**src/rtl/cdown_timer.sv**
```systemverilog
// cdown_timer: loadable BCD MM:SS.cc countdown timer with start/stop FSM and one-shot expiry.
// Optional CDOWN_TIMER_AUTO_RELOAD_EN: on expiry, reload the last loaded value and keep running.
`default_nettype none

module cdown_timer #(
  parameter int TICK_DIV    = 100000,
  parameter int CounterBits = 17
) (
  input  logic        clk,
  input  logic        rst_n,
  input  logic        load,
  input  logic [23:0] load_val,
  input  logic        start,
  input  logic        stop,
  output logic [23:0] time_q,
  output logic        running,
  output logic        expired,
  output logic        done
);

  localparam logic [1:0] ST_IDLE  = 2'd0;
  localparam logic [1:0] ST_RUN   = 2'd1;
  localparam logic [1:0] ST_PAUSE = 2'd2;
  localparam logic [1:0] ST_DONE  = 2'd3;

  localparam logic [CounterBits-1:0] TICK_LAST = CounterBits'(TICK_DIV - 1);

  logic [1:0]             state_q, state_d;
  logic [CounterBits-1:0] presc_q, presc_d;
  logic [23:0]            time_d;
  logic                   done_q, done_d;
  logic                   tick;
  logic [23:0]            dec_val;
  logic [23:0]            load_clean;
`ifdef CDOWN_TIMER_AUTO_RELOAD_EN
  logic [23:0]            reload_q, reload_d;
`endif

  function automatic logic [3:0] digit_max(input int idx);
    return (idx == 3 || idx == 5) ? 4'd5 : 4'd9;
  endfunction

  function automatic logic [23:0] sanitise(input logic [23:0] v);
    logic [23:0] r;
    logic [3:0]  d;
    r = v;
    for (int i = 0; i < 6; i++) begin
      d = v[i*4 +: 4];
      if (d > digit_max(i)) d = digit_max(i);
      r[i*4 +: 4] = d;
    end
    return r;
  endfunction

  // Ripple borrow from c_lo upward; a zero digit with borrow-in reloads its max.
  function automatic logic [23:0] bcd_dec(input logic [23:0] v);
    logic [23:0] r;
    logic [3:0]  d;
    logic        borrow;
    r      = v;
    borrow = 1'b1;
    for (int i = 0; i < 6; i++) begin
      d = v[i*4 +: 4];
      if (borrow) begin
        if (d == 4'd0) begin
          d = digit_max(i);
        end else begin
          d      = d - 4'd1;
          borrow = 1'b0;
        end
      end
      r[i*4 +: 4] = d;
    end
    return r;
  endfunction

  assign tick       = (state_q == ST_RUN) && (presc_q == TICK_LAST);
  assign dec_val    = bcd_dec(time_q);
  assign load_clean = sanitise(load_val);

  always_ff @(posedge clk or negedge rst_n) begin
    if (!rst_n) begin
      state_q  <= ST_IDLE;
      presc_q  <= '0;
      time_q   <= '0;
      done_q   <= 1'b0;
`ifdef CDOWN_TIMER_AUTO_RELOAD_EN
      reload_q <= '0;
`endif
    end else begin
      state_q  <= state_d;
      presc_q  <= presc_d;
      time_q   <= time_d;
      done_q   <= done_d;
`ifdef CDOWN_TIMER_AUTO_RELOAD_EN
      reload_q <= reload_d;
`endif
    end
  end

  always_comb begin
    state_d  = state_q;
    presc_d  = presc_q;
    time_d   = time_q;
    done_d   = 1'b0;
`ifdef CDOWN_TIMER_AUTO_RELOAD_EN
    reload_d = reload_q;
`endif
    if (load) begin
      time_d  = load_clean;
      presc_d = '0;
      state_d = ST_IDLE;
`ifdef CDOWN_TIMER_AUTO_RELOAD_EN
      reload_d = load_clean;
`endif
    end else if (stop) begin
      if (state_q == ST_RUN) state_d = ST_PAUSE;
    end else begin
      case (state_q)
        ST_IDLE: begin
          if (start && (time_q != 24'd0)) begin
            state_d = ST_RUN;
            presc_d = '0;
          end
        end
        ST_PAUSE: begin
          if (start) state_d = ST_RUN;
        end
        ST_RUN: begin
          if (tick) begin
            presc_d = '0;
            time_d  = dec_val;
            if (dec_val == 24'd0) begin
              done_d  = 1'b1;
              state_d = ST_DONE;
`ifdef CDOWN_TIMER_AUTO_RELOAD_EN
              if (reload_q != 24'd0) begin
                time_d  = reload_q;
                state_d = ST_RUN;
              end
`endif
            end
          end else begin
            presc_d = presc_q + CounterBits'(1);
          end
        end
        default: ;
      endcase
    end
  end

  always_comb begin
    running = (state_q == ST_RUN);
    expired = (state_q == ST_DONE);
    done    = done_q;
  end

endmodule

`default_nettype wire

```
**config.mk**
```make
export PLATFORM = sky130hd
export DESIGN_NAME = cdown_timer
export DESIGN_NICKNAME = d
export VERILOG_FILES = /design/src/rtl/cdown_timer.sv
export SDC_FILE = /design/constraint.sdc
export NUM_CORES = 1
export LEC_CHECK = 0
export CAP_MARGIN = 10
export CORE_ASPECT_RATIO = 1.5
export CORE_MARGIN = 1.5
export CORE_UTILIZATION = 30
export CTS_CLUSTER_DIAMETER = 40
export DETAILED_ROUTE_END_ITERATION = 7
export PLACE_DENSITY = 0.62
export SLEW_MARGIN = 15
export SYNTH_ARGS = -nofsm -noshare
export SYNTH_HDL_FRONTEND = slang
export SYNTH_SLANG_ARGS = --single-unit
```
**constraint.sdc**
```tcl
create_clock -name clk -period 5.7 [get_ports clk]
set_input_delay 0.57 -clock clk [delete_from_list [all_inputs] [get_ports clk]]
set_output_delay 0.57 -clock clk [all_outputs]
set_load 0.02 [all_outputs]
```
* After elaboration in Yosys (flattened, before gate mapping) *
Cells that the tools add are included.
W data, S select, Z words.

storage, ports and cells
  flip-flop bits (word level) = 44
  input bits = 29
  logic and storage cells = 94

operators by class
  $add $sub $neg = 7
  $lt $le $gt $ge = 6
  equal/unequal tests = 11
  muxes and demuxes = 48
  reduce and logical (&&, ||, !) cells = 18

operators with widths
  kind                     count
  $mux W24                 4
  $mux W17                 4
  $mux W4                  17
  $pmux W17 S2             1
  $logic_not A24 Y1        1
  $logic_not A4 Y1         6
  $reduce_bool A24 Y1      1
  $sub A4 B1 Y4 const B    6
  $add A17 B1 Y17 const B  1
  $eq A17 B17 Y1 const B   1
  $gt A4 B4 Y1 const B     4
  $mux W1                  14
  $mux W2                  7
  $gt A4 B3 Y1 const B     2
  $ne A4 B3 Y1 const B     2
  $ne A4 B4 Y1 const B     2
  $pmux W2 S3              1
  $reduce_and A3 Y1        2
  $reduce_and A6 Y1        1
  $eq A2 B2 Y1 const B     2
  $reduce_bool A2 Y1       2
  $reduce_bool A4 Y1       1
  $ne A3 B2 Y1 const B     1
  $ne A3 B3 Y1 const B     1
  other kinds (5)          6

* Logic depth before layout (Yosys ltp) *
  depth in word-level cells = 13
  mapped depth = 7
  mapped depth without buffers = 6

* Least setup slack after synthesis *
OpenSTA, ideal clock, no wires.

  path kind = reg-to-reg
  from = register time_q[11]
  to = register time_q[22]
  arrival time = 2.045 ns
  required time = 5.563 ns
  path slack = 3.518 ns
  cell stages (with the launch flop) = 7
  period minus slack after synthesis = 2.182 ns
  cell sequence = dfrtp_1 buf_2 nor4_1 nand4_1 or4_4 mux2i_1 o211ai_1

on the way
  word-level cells in the longest chain between the ends = 10

RTL lines
  item                    line  source
  from (decl)             15    output logic [23:0] time_q,
  from (signal assigned)  93    time_q <= time_d;
  $logic_not A4 Y1        65    if (d == 4'd0) begin
  $mux W1                 65
  $mux W1 (3 in series)   64    if (borrow) begin
  $mux W4                 64
  $mux W24                130   if (tick) begin
  $mux W24                119   case (state_q)
  $mux W24                116   end else if (stop) begin
  $mux W24                109   if (load) begin

No other way between the ends. The select of a mux whose other input is x is not followed.
A chain may end at the register's enable or synchronous reset.

* Final worst setup path *
  from = input port load
  to = register presc_q[3]

on the way
  word-level cells in the longest chain between the ends = 2
  elaborated cells on any way between the ends = 5
  classes of those cells = eq/ne: 2; mux: 1; reduce/logical: 2

RTL lines
  item                                                  line  source
  from (decl)                                           11    input logic load,
  $ne A3 B3 Y1 (no line), or another cell as far along  n/a
  $reduce_and A3 Y1 (no line)                           n/a
  to (signal assigned)                                  92    presc_q <= presc_d;
  to (decl)                                             29    logic [CounterBits-1:0] presc_q, presc_d;

Parallel ways exist; a longest one is shown, timed or not.

==> results.yml <==
routing:
  drt-wirelength-per-cell_um: 16.9
  drtIter0Drc: 168
  route.vias.total: 2699
  drcViolationCount: 0
  viasPerCell: 5.65
  ant_nets: 0
  dr.pass1.iters: 4
  totalWireLength_mm: 8.09
global_route:
  grt_usage: 0.178
  grt_overflow: 0
  grt_max_degree: 45
  grt_antenna_before_repair: 0
  grt_pass1_wl_mm: 13.8
  grt_pass1_vias: 2838
critical_path:
  crit_path_start_kind: "primary input"
  path_max_fanout: 36
  crit_path_end_kind: "flop"
  crit_chain: "clkdlybuf4s50_1 > buf_4 > inv_1 > nand2b_1 > nor3_1 > a41oi_1 > a31oi_1"
  critPathRequiredTime_ns: 5.90
  arrival_ns: 3.13
  critPathMaxStageDelay_ns: 0.72
  path_class: "in -> reg"
  slowest_stage: "nor3_1"
layout:
  area_growth_pct: 28.3
  diodes: 0
  layout-drive-gt1-share: 0.0543
  fillers: 937
  nNetsFinal: 397
  final_cell_area_um2: 3580
place:
  place_area_um2: 3430
  gp_congestion: 0.798
  numPortBuffers: 55
  hpwl_mm: 5.93
  dpl_worst_slack_ns: 2.46
synth:
  ys.warnings.count: 0
  synth_top_family_by_area: "simple AND/OR/NAND/NOR gates"
  synth-xor-area-share: 0.00943
  synth-compound-area-share: 0.210
  syn_nets: 346
  synthArstFlopShare: 1.00
  synthCells: 316
  ys_seq_area_frac: 0.395
  ys_ff_latch: 44
  synthFlopType: "dfrtp_1"
  synth.avg_cell_area_um2: 8.82
  muxShareOfSynthArea: 0.0256
  yosys.area_share.simple: 0.324
  syn_area_um2: 2790
  netlist-cell-type-count: 58
  synth_edf_count: 0
  synthAdderAreaFrac: 0.00449
timing:
  slew_headroom: 0.448
  setup_viol: 0
  fin_tns_setup_ns: 0
  skew_ns: 0.00636
  slew_viol_final: 0
  worst_slack_ns: 2.77
  post-route-min-period_ns: 2.93
  hold_viol: 0
  worst_pin_slew_ns: 0.821
  rsz0062_at_grt: "false"
  finalCritPeriodShare: 0.514
  max_freq_mhz: 341
pwr:
  totalPowerFinal_mw: 0.778
  ir_drop_mv: 0.134
  leakage_nw: 1.41
  powerDensity_nw_per_um2: 217
floorplan:
  ios: 56
  rows: 42
  start_util: 0.312
  core_um2: 8930
  die_w_um: 81.7
  die_area_um2: 9890
  die_y_um: 121
worst_hold_path:
  hold_class: "in -> async"
clock_tree:
  clk_pin_slew_worst_paths_ns: 0.06
  cts_resized: 0
  clk_latency_ns: 0.28
  cts_hold_buf: 0
  ctsRootBufferMaster: "clkbuf_16"
  cts_tree: "yes"
  clockBufferDepth: 2
  numCtsBuffers: 5
  htree_levels: 2
  numClockSinks: 44
  cts_setup_buffers: 0
flow_run:
  drv_cap: 0
run_status:
  status: "finished clean"
-- logic make-up after synthesis --
group	count (synthesis)
AO/OA/AOI/OAI	80
XOR/XNOR	3
adder cells (fa/ha/maj)	1
buffers and inverters	22
flip-flops	44
multiplexers	7
AND/OR/NAND/NOR	159
-- critical path: cells and delay by family --
family                 cells  cell delay [ns]
buffers and inverters      3             1.18
AOI/OAI and AO/OA          2             0.40
and+or+nand+nor            2             0.95
-- synth_stat cells (4+ instances only) --
cell,instances,area share
nor3_1,21,0.038
and3_1,10,0.022
clkbuf_1,9,0.012
nor2_1,26,0.035
mux2i_1,6,0.022
dfrtp_1,44,0.39
a21oi_1,7,0.013
o21ai_0,19,0.034
nand3_1,12,0.022
inv_1,10,0.013
nand2_1,30,0.040
nand2b_1,5,0.011
o31ai_1,4,0.011
a31oi_1,9,0.020
nor4_1,11,0.025
or3_1,8,0.018
or4_1,5,0.013
nor2b_1,4,0.0090
a211o_1,8,0.025
-- state kept, by name (all words and copies together) (netlist names) --
register / flops
done: 1
presc_q: 17
state_q: 2
time_q: 24
-- metrics by stage --
stage	utilization	cells	hold WS (ns)
final	0.400	478	0.294
after detailed placement	0.384	470	0.498
after global placement	0.384	470	0.488
after floorplan	-	316	0.274
after global routing	0.400	478	0.349
after CTS	0.400	478	0.506
-- report_power, final --
group	switching (mW)	internal (mW)	total, mW
registers	0.0262	0.326	0.352
clock network	0.122	0.175	0.297
logic	0.0667	0.0620	0.129
-- layout make-up --
cell class,count,area (µm²),share of cell area
clock buffer,8,146,0.0409
multi-input combinational,250,1600,0.447
timing repair buffer,56,556,0.155
tap,110,138,0.0385
inverter,10,37.5,0.0105
sequential,44,1100,0.308
-- final timing paths --
check / start / endpoint / slack [ns] / cells after the start
setup / recovery: load / presc_q[3]$_DFFE_PN0P_ / 2.77 / 7
hold reg to reg: time_q[20]$_DFFE_PN0P_ / time_q[20]$_DFFE_PN0P_ / 0.51 / 1
max in group asynchronous: rst_n / presc_q[5]$_DFFE_PN0P_ / 5.01 / 1
min in group clk: time_q[20]$_DFFE_PN0P_ / time_q[20]$_DFFE_PN0P_ / 0.51 / 1
setup reg to reg: time_q[3]$_DFFE_PN0P_ / presc_q[16]$_DFFE_PN0P_ / 2.98 / 5
hold / removal: rst_n / presc_q[8]$_DFFE_PN0P_ / 0.29 / 1
-- placed cells by master, fill, tap and decap left out, types with 3 or more instances in the layout --
| cell | count |
|---|---|
| nor4_2 | 3 |
| a21oi_1 | 7 |
| clkbuf_16 | 5 |
| o21ai_0 | 19 |
| nand2_1 | 30 |
| a31oi_1 | 9 |
| clkdlybuf4s50_1 | 54 |
| a211o_1 | 8 |
| or4_1 | 5 |
| inv_1 | 10 |
| and3_1 | 10 |
| nor2b_1 | 4 |
| o21a_1 | 3 |
| or3_1 | 8 |
| nor2_1 | 26 |
| and2_1 | 3 |
| nand4_1 | 3 |
| a221o_1 | 3 |
| nand3_1 | 12 |
| mux2i_1 | 6 |
| nor3_1 | 21 |
| nand3b_1 | 3 |
| dfrtp_1 | 44 |
| nand2b_1 | 5 |
| o31ai_1 | 4 |
| nor4_1 | 11 |
| o31a_1 | 3 |
-- routing by layer --
layer  global-route usage  vias up  part of all wire
met4               0.0445        0            0.0075
met3               0.0226        7             0.030
met5                    0        -                 0
met2                0.322       58              0.53
met1                0.218     1310              0.43
li1                     -     1324                 -
(Power assumes the default switching activity.)
==> variant (same flow settings) <==
`CounterBits`: 17 -> 15.
--- a/src/rtl/cdown_timer.sv
+++ b/src/rtl/cdown_timer.sv
@@ -4,7 +4,7 @@
 
 module cdown_timer #(
   parameter int TICK_DIV    = 100000,
-  parameter int CounterBits = 17
+  parameter int CounterBits = 15
 ) (
   input  logic        clk,
   input  logic        rst_n,
Formal check against the unedited RTL: same outputs for any inputs over 10 cycles, from zero or initial values and one cycle with rst_n low; that may be too few to reach the edited logic, so the function may still have changed.
==> variant against the original RTL <==
- design area is 2.9% lower
- clock skew is 0.65 ps lower
- synthesized area is 3.8% lower
- highest routed layer unchanged
- die area is 3.7% lower
- cell count is 2.5% lower
- via count is 5.1% lower
- routed wire length is 4.4% lower
- total power is 3.5% lower
- sequential cell count is 2 lower
- worst setup slack better by 170 ps
==> variant: results (changes against the original RTL) <==
Pwr
  • P_clk: 0.288 mW (-3%)
  • Maximum vdd drop: 114.9 uV (-14%)
  • Sequential share of power: 44.7% (-0.6 points)
  • Overall Power: 0.7500 mW (-3.5%)
  • Lkg Pwr: 1.236 nW (-12%)
  • Pint: 0.5458 mW (-3.1%)
  • Pwr/cell area: 216.1 nW/um^2 (-0.62%)

Logic synthesis
  • Netlist cell types: 55 (-5.2%)
  • Post-synthesis compound-gate area fraction: 15.25% (-5.8 points)
  • Sequential area share after synthesis: 39.18% (-0.32 points)
  • Yosys reg bits: 42 (-4.5%)
  • Synth Net Count: 335 (-3.2%)
  • Mux cell area share after synthesis: 2.985% (+0.43 points)
  • Synth top area cells: dfrtp_1, nand3_1, o21ai_0
  • Syn Area/Cell: 8.795 sq um (-0.30%)
  • XOR/XNOR share of the synthesized area: 2.612% (+1.7 points)

Drt
  • M1 wire length: 3197 microns (-7.7%)
  • Wire length on met3: 236 microns (-3.3%)
  • Initial DRT Pass Iterations: 5 (+1)
  • Final WL: 7735 microns (-4.4%)
  • Met2 wire len: 4186 microns (-3.2%)

Finish
  • Multi-input combinational area share: 44.48% (-0.20 points)
  • Comb_multi_in: 240 (-4.0%)
  • Share of post-route cells with drive strength above 1: 8.146% (+2.7 points)
  • Largest regs: time_q (24), presc_q (15), state_q (2)
  • Final net count: 385 (-3.0%)
  • Fill cells: 904 (-3.5%)
  • Fraction of area in registers: 30.28% (-0.51 points)
  • Non-clock buffer share: 15.93% (+0.40 points)
  • Non-Filler Instances: 466 (-2.5%)

Global routing
  • M1 GR Usage: 20.06% (-1.7 points)
  • Met2 Use GR: 31.62% (-0.56 points)
  • GRT Overall Usage: 17.13% (-0.66 points)
  • First-pass GRT wire length: 12,800 microns (-6.9%)
  • Largest net degree at the start of global routing: 43 (-4.4%)

Place
  • DP Worst Slack: 2645 ps (+185.2 ps)
  • Dpl hpwl: 5662 microns (-4.5%)
  • Dpl cells: 458 (-2.6%)
  • IO Port Bufs: 55 (unchanged)

Run status
  • Status: completed

Critical path
  • Max incr delay on CP: 650 ps (-70 ps)
  • CP max stage cell: a2111oi_0
[variant: changes by cell type in the layout (fill, tap and decap cells not counted), sizes merged, moves of 3 or more]
cell    change
a221o       -3
o31a        -3
nand3      +31
nor3        -9
a31oi       -8
xnor2       +6
a21oi       +6
nand3b      +4
nand2      -16
or2         +3
and3        -6
nand4       +4
a211o       -7
[variant: path summary, 6_finish.rpt]
kind                       slack (ps)                      end              startpoint  cells after the start
max                              2940   time_q[12]$_DFFE_PN0P_                    load                      7
min                               450   presc_q[4]$_DFFE_PN0P_                   rst_n                      1
max reg2reg                      3090  presc_q[14]$_DFFE_PN0P_  time_q[17]$_DFFE_PN0P_                      5
min reg2reg                       530   presc_q[0]$_DFFE_PN0P_  presc_q[0]$_DFFE_PN0P_                      1
max in group asynchronous        4610   presc_q[9]$_DFFE_PN0P_                   rst_n                      1
min in group clk                  530   presc_q[0]$_DFFE_PN0P_  presc_q[0]$_DFFE_PN0P_                      1
